--- src/rtl/mem_access.sv ---
// Load/store unit for the EX/MEM stage. It takes one live memory
// instruction, turns it into a single word-aligned bus transaction with
// byte-lane strobes, and stalls the pipeline until the memory answers.
// Reserved encodings and misaligned accesses never reach the bus. They
// are reported with a one-cycle error pulse.
//
// state   | meaning
// --------+-----------------------------------------------------------
// ST_IDLE | no access in flight; decode EX/MEM slot, accept or reject
// ST_REQ  | bus_req asserted with latched request; waiting for bus_ack
// ST_DONE | access retired; mem_done pulse, dead cycle before next accept
module mem_access #(
  parameter int unsigned TIMEOUT = 255,
  parameter int unsigned ADDR_W  = 32
) (
  input  logic              clk,
  input  logic              rst_n,
  input  logic              ex_valid,
  input  logic              ex_rd,
  input  logic              ex_wr,
  input  logic [1:0]        ex_size,
  input  logic              ex_uns,
  input  logic [ADDR_W-1:0] ex_addr,
  input  logic [31:0]       ex_wdata,
  output logic              bus_req,
  output logic              bus_we,
  output logic [ADDR_W-1:0] bus_addr,
  output logic [3:0]        bus_wstrb,
  output logic [31:0]       bus_wdata,
  input  logic              bus_ack,
  input  logic [31:0]       bus_rdata,
  output logic              stall,
  output logic              mem_done,
  output logic [31:0]       mem_rdata,
  output logic              mem_err
);

  // The wait counter only has to reach TIMEOUT-1; the abort is taken on
  // the REQ cycle that would have pushed it to TIMEOUT.
  localparam int unsigned CNT_W = (TIMEOUT < 2) ? 1 : $clog2(TIMEOUT);
  localparam logic [CNT_W-1:0] CNT_LAST = CNT_W'(TIMEOUT - 1);

  localparam logic [1:0] SZ_BYTE = 2'b00;
  localparam logic [1:0] SZ_HALF = 2'b01;
  localparam logic [1:0] SZ_WORD = 2'b10;
  localparam logic [1:0] SZ_RSVD = 2'b11;

  typedef enum logic [1:0] {
    ST_IDLE = 2'd0,
    ST_REQ  = 2'd1,
    ST_DONE = 2'd2
  } state_t;

  state_t              state_q, state_d;
  logic [CNT_W-1:0]    cnt_q, cnt_d;
  logic                err_q, err_d;
  logic                we_q;
  logic [ADDR_W-1:0]   addr_q;
  logic [3:0]          wstrb_q;
  logic [31:0]         wdata_q;
  logic [1:0]          size_q;
  logic                uns_q;
  logic [1:0]          lane_q;
  logic [31:0]         rdata_q;

  logic                is_access;
  logic                misalign;
  logic                accept;
  logic                reject;
  logic                capture;
  logic                req_c;
  logic                stall_c;
  logic                done_c;
  logic [3:0]          wstrb_c;
  logic [31:0]         wdata_c;
  logic [31:0]         lane_data;
  logic [31:0]         load_ext;

  // Decode the EX/MEM slot: legal single-direction access vs. anything
  // that must be refused without touching the bus.
  always_comb begin
    is_access = ex_rd ^ ex_wr;
    misalign  = 1'b0;
    case (ex_size)
      SZ_HALF: misalign = ex_addr[0];
      SZ_WORD: misalign = (ex_addr[1:0] != 2'b00);
      SZ_RSVD: misalign = 1'b1;
      default: misalign = 1'b0;
    endcase
    accept = (state_q == ST_IDLE) && ex_valid && is_access && !misalign;
    reject = (state_q == ST_IDLE) && ex_valid &&
             ((ex_rd && ex_wr) || (is_access && misalign));
  end

  // Store lane steering: strobes follow the byte offset and the data is
  // replicated so the selected lanes carry the right bytes.
  always_comb begin
    wstrb_c = 4'b0000;
    wdata_c = 32'h0;
    if (ex_wr) begin
      case (ex_size)
        SZ_BYTE: begin
          wstrb_c = 4'b0001 << ex_addr[1:0];
          wdata_c = {4{ex_wdata[7:0]}};
        end
        SZ_HALF: begin
          wstrb_c = 4'b0011 << ex_addr[1:0];
          wdata_c = {2{ex_wdata[15:0]}};
        end
        default: begin
          wstrb_c = 4'b1111;
          wdata_c = ex_wdata;
        end
      endcase
    end
  end

  // Access sequencing: next state, wait counter, error pulse and the
  // handshake outputs.
  always_comb begin
    state_d = state_q;
    cnt_d   = cnt_q;
    err_d   = 1'b0;
    capture = 1'b0;
    req_c   = 1'b0;
    stall_c = 1'b0;
    done_c  = 1'b0;
    case (state_q)
      ST_IDLE: begin
        if (accept) begin
          state_d = ST_REQ;
          cnt_d   = '0;
          stall_c = 1'b1;
        end else if (reject) begin
          err_d = 1'b1;
        end
      end
      ST_REQ: begin
        req_c   = 1'b1;
        stall_c = 1'b1;
        if (bus_ack) begin
          state_d = ST_DONE;
          capture = !we_q;
        end else if (cnt_q == CNT_LAST) begin
          state_d = ST_IDLE;
          err_d   = 1'b1;
        end else begin
          cnt_d = cnt_q + CNT_W'(1);
        end
      end
      ST_DONE: begin
        done_c  = 1'b1;
        state_d = ST_IDLE;
      end
      default: state_d = ST_IDLE;
    endcase
  end

  // Load result: pick the addressed lane and sign/zero extend it.
  always_comb begin
    lane_data = bus_rdata >> {lane_q, 3'b000};
    case (size_q)
      SZ_BYTE: load_ext = {{24{~uns_q & lane_data[7]}}, lane_data[7:0]};
      SZ_HALF: load_ext = {{16{~uns_q & lane_data[15]}}, lane_data[15:0]};
      default: load_ext = lane_data;
    endcase
  end

  // State, counter and error pulse registers.
  always_ff @(posedge clk or negedge rst_n) begin
    if (!rst_n) begin
      state_q <= ST_IDLE;
      cnt_q   <= '0;
      err_q   <= 1'b0;
    end else begin
      state_q <= state_d;
      cnt_q   <= cnt_d;
      err_q   <= err_d;
    end
  end

  // Request latch: held stable for the whole REQ phase.
  always_ff @(posedge clk or negedge rst_n) begin
    if (!rst_n) begin
      we_q    <= 1'b0;
      addr_q  <= '0;
      wstrb_q <= 4'b0000;
      wdata_q <= 32'h0;
      size_q  <= 2'b00;
      uns_q   <= 1'b0;
      lane_q  <= 2'b00;
    end else if (accept) begin
      we_q    <= ex_wr;
      addr_q  <= {ex_addr[ADDR_W-1:2], 2'b00};
      wstrb_q <= wstrb_c;
      wdata_q <= wdata_c;
      size_q  <= ex_size;
      uns_q   <= ex_uns;
      lane_q  <= ex_addr[1:0];
    end
  end

  // Load data register: only updated by an acknowledged load.
  always_ff @(posedge clk or negedge rst_n) begin
    if (!rst_n) begin
      rdata_q <= 32'h0;
    end else if (capture) begin
      rdata_q <= load_ext;
    end
  end

  assign bus_req   = req_c;
  assign bus_we    = we_q;
  assign bus_addr  = addr_q;
  assign bus_wstrb = wstrb_q;
  assign bus_wdata = wdata_q;
  assign stall     = stall_c;
  assign mem_done  = done_c;
  assign mem_err   = err_q;
  assign mem_rdata = rdata_q;

endmodule

--- config.mk ---
export PLATFORM = sky130hd
export DESIGN_NAME = mem_access
export DESIGN_NICKNAME = d
export VERILOG_FILES = /design/src/rtl/mem_access.sv
export SDC_FILE = /design/constraint.sdc
export NUM_CORES = 1
export LEC_CHECK = 0
export BUFFER_PORTS_ARGS = -buffer_cell sky130_fd_sc_hd__buf_2
export CORE_MARGIN = 5
export CORE_UTILIZATION = 53
export CTS_CLUSTER_SIZE = 24
export DETAILED_ROUTE_END_ITERATION = 10
export PLACE_DENSITY = 0.85
export SLEW_MARGIN = 20
export SYNTH_ARGS = -nofsm -noshare
export SYNTH_HDL_FRONTEND = slang
export SYNTH_SLANG_ARGS = --single-unit
--- constraint.sdc ---
create_clock -name clk -period 3.75 [get_ports clk]
set_input_delay 0.375 -clock clk [delete_from_list [all_inputs] [get_ports clk]]
set_output_delay 0.375 -clock clk [all_outputs]
set_load 0.01 [all_outputs]
==> flow_metrics.py <==
metrics = {
    "finish": {
        "drive_gt1_share_pct": 33.54,
        "multiInputGateArea_um2": 2494,
        "fin_nets": 918,
        "seq_area_um2": 2878,
        "fill_cells": 820,
        "final_cell_area_um2": 7295,
        "n_antenna_cell": 0,
        "finalNonFillerCells": 959,
        "synthToLayoutAreaGrowth_pct": 31.10,
    },
    "setup_path": {
        "worst_setup_path_start_kind": "flop",
        "r2r-start": "state_q[0]",
        "required_ns": 3.38,
        "r2r_setup_slack_ns": 1.62,
        "crit_fanout": 11,
        "r2r_cells": 5,
        "max_stage_delay_ns": 0.41,
        "cp_cell_sequence": "nor2_1, o2111a_2, nor2_1, nor2_1, buf_2",
        "cp.arrival_ns": 1.94,
        "cpMostUsedCell": "nor2_1",
        "r2r-end": "bus_wdata[17]",
        "cp-startpoint": "state_q[0]",
        "crit_type": "reg -> out",
        "worstSetupEndpointType": "primary output",
        "slowest_stage": "dfrtp_1",
        "crit_end": "stall",
    },
    "routing": {
        "drt.antenna.violating_nets": 0,
        "wl_mm": 15.84,
        "wl_per_cell_um": 16.52,
        "firstDrtPassIters": 6,
        "via_count": 5187,
        "drtIter0Drc": 347,
        "viasPerCell": 5.409,
        "post-route-drc-count": 0,
    },
    "synth": {
        "synthAdderAreaFrac_pct": 0.6746,
        "synth_top_cell_area_share_pct": 51.72,
        "synth.mux.area_fraction_pct": 9.400,
        "ys.flop_type": "dfrtp_1",
        "synth_top_family_by_area": "simple AND/OR/NAND/NOR gates",
        "synth_top_cell_by_area": "dfrtp_1",
        "yosysMostFrequentCell": "nand2_1",
        "synth_compound_area_share_pct": 9.782,
        "syn_area_um2": 5564,
        "ys_ff_latch": 115,
        "syn_inst": 616,
        "yosysSeqAreaShare_pct": 51.72,
        "synth_edf_count": 0,
        "synth_common_cells": "nand2_1 (197), dfrtp_1 (115), nor2_1 (44)",
        "synth.area.top_cells": "dfrtp_1 (52%), nand2_1 (13%), mux2_2 (4.9%)",
        "async_flop_share_pct": 100.0,
        "ys_warn_count": 0,
        "synth.distinct_cells": 43,
        "synth_xor_area_share_pct": 0.4722,
        "postSynthAreaPerCell_um2": 9.033,
        "yosys.area_share.simple_pct": 24.02,
    },
    "global_routing": {
        "grt.total_usage_pct": 25.57,
        "grt_pass1_wl_mm": 26.08,
        "grt_pass1_vias": 5337,
        "overflow": 0,
        "antenna_found_initial": 0,
        "grt_max_degree": 84,
    },
    "pwr": {
        "p_per_area_nw_per_um2": 708.9,
        "design_power_total_w": 0.005171,
        "vdd_drop_max_mv": 0.3239,
        "p_leak_nw": 3.865,
    },
    "placement": {
        "dp_cells": 926,
        "postPlaceCellArea_um2": 6648,
        "hpwlAfterDp_mm": 11.47,
        "place.gp.congestion": 0.9181,
        "io_buffer_count": 207,
    },
    "timing": {
        "setup_viol": 0,
        "rsz0062_at_grt": "no",
        "fmax_mhz": 432.2,
        "worst_slew_pin_slew_ns": 0.7823,
        "final_hold_viol_count": 0,
        "fin_skew_ns": 0.01153,
        "drv_slew": 0,
        "fin_crit_sh_pct": 61.69,
        "period_minus_slack_ns": 2.314,
        "slew_headroom_pct": 47.85,
        "whs_ns": 0.05841,
        "setup-tns-final_ns": 0,
    },
    "clock_tree": {
        "clock_path_buffers": 2,
        "clk_latency_ns": 0.50,
        "clock-sinks": 115,
        "path_clk_slew_ns": 0.06,
        "cts_buffers": 17,
        "cts-root-buf": "clkbuf_8",
        "post_cts_resize_count": 0,
        "cts_tree": "built",
        "htreeDepth": 4,
        "postCtsSetupRepairBufs": 0,
    },
    "worst_hold_path": {
        "hold_path_class": "in -> reg",
    },
    "run_status": {
        "status": "finished clean",
    },
    "run": {
        "drv_cap": 0,
    },
    "floorplan": {
        "die_w_um": 112.5,
        "num_io_pins": 210,
        "die_height_um": 112.5,
        "core.rowCount": 37,
        "core_area_um2": 10280,
        "dieArea_um2": 12650,
        "start_util_pct": 54.14,
    },
}
==> worst min path at each step <==
stage                               end     startpoint  cells after the start  slack, ns
final                      bus_addr[23]    ex_addr[23]                      3       0.06
after CTS                  bus_addr[23]    ex_addr[23]                      3       0.03
after floorplan            bus_addr[10]          rst_n                      0       0.08
after global placement    bus_wdata[12]  bus_wdata[12]                      2       0.44
after global routing       bus_addr[28]    ex_addr[28]                      3       0.05
after detailed placement  bus_wdata[10]  bus_wdata[10]                      2       0.45
==> final cells by class <==
class / count / share of cell area, %
Inverter: 4 / 0.2058
Tap cell: 136 / 2.333
Sequential cell: 115 / 39.45
Timing Repair Buffer: 215 / 15.15
Clock buffer: 23 / 6.261
Multi-Input combinational cell: 457 / 34.19
Clock inverter: 9 / 2.419
==> cells in the final DEF (no fill, tap or decap), types with 5 or more instances in the layout <==
cell type    n
a211oi_1     7
a21oi_1     26
and2_1       9
buf_2      206
buf_4        7
bufinv_16    5
clkbuf_16   16
dfrtp_1    115
mux2_2      24
mux2i_1     23
nand2_1    197
nand3_1     39
nor2_1      44
nor2b_1     10
o21ai_0     29
o22a_1       8
==> per-layer routing <==
metal  GRT usage, %  wire length, um  vias to the layer above
li1               -                -                     2440
met1          31.34             6199                     2466
met2          42.15             7883                      249
met3          8.086             1355                       32
met4          10.18              404                        0
met5              0                0                        -
==> repair_timing <==
item                                    CTS  global route
hold buffers                              0             1
endpoints found under the setup margin    0             0
endpoints found under the hold margin     0            59
==> where the power goes <==
| group | total (W) | internal [W] | leakage [nW] | switching, W |
|---|---|---|---|---|
| Sequential | 0.00191 | 0.00165 | 1.45 | 0.000263 |
| Combinational | 0.00154 | 0.000653 | 2.11 | 0.000890 |
| Clock | 0.00172 | 0.00118 | 0.306 | 0.000537 |
==> sequential cells by signal, indices dropped and copies added (netlist names) <==
register and flops:
lane_q 2, state_q 2, uns_q 1, mem_err 1
bus_wstrb 4, bus_we 1, size_q 2, bus_addr 30
mem_rdata 32, cnt_q 8, bus_wdata 32
==> kinds of logic after synthesis <==
group / after synthesis
AOI/OAI and AO/OA: 85
and+or+nand+nor: 316
buffers and inverters: 45
xor gates and xnor gates: 3
other: 1
adders and majority gates: 3
muxes: 48
DFF: 115
==> stage by stage <==
step / setup WS (ns) / util, %
floorplan: 1.838 / -
global placement: 1.280 / 64.68
detailed placement: 1.216 / 64.68
CTS: 1.396 / 70.84
global route: 1.234 / 70.98
finish: 1.437 / 70.98
==> critical path, delay by kind of cell, from the launching register on <==
| family | cells | cell delay [ns] |
|---|---|---|
| AND/OR/NAND/NOR | 3 | 0.47 |
| flip-flops | 1 | 0.41 |
| AO/OA/AOI/OAI | 1 | 0.41 |
| buffers and inverters | 1 | 0.14 |
Note: power is estimated with default switching activity, not from simulation.
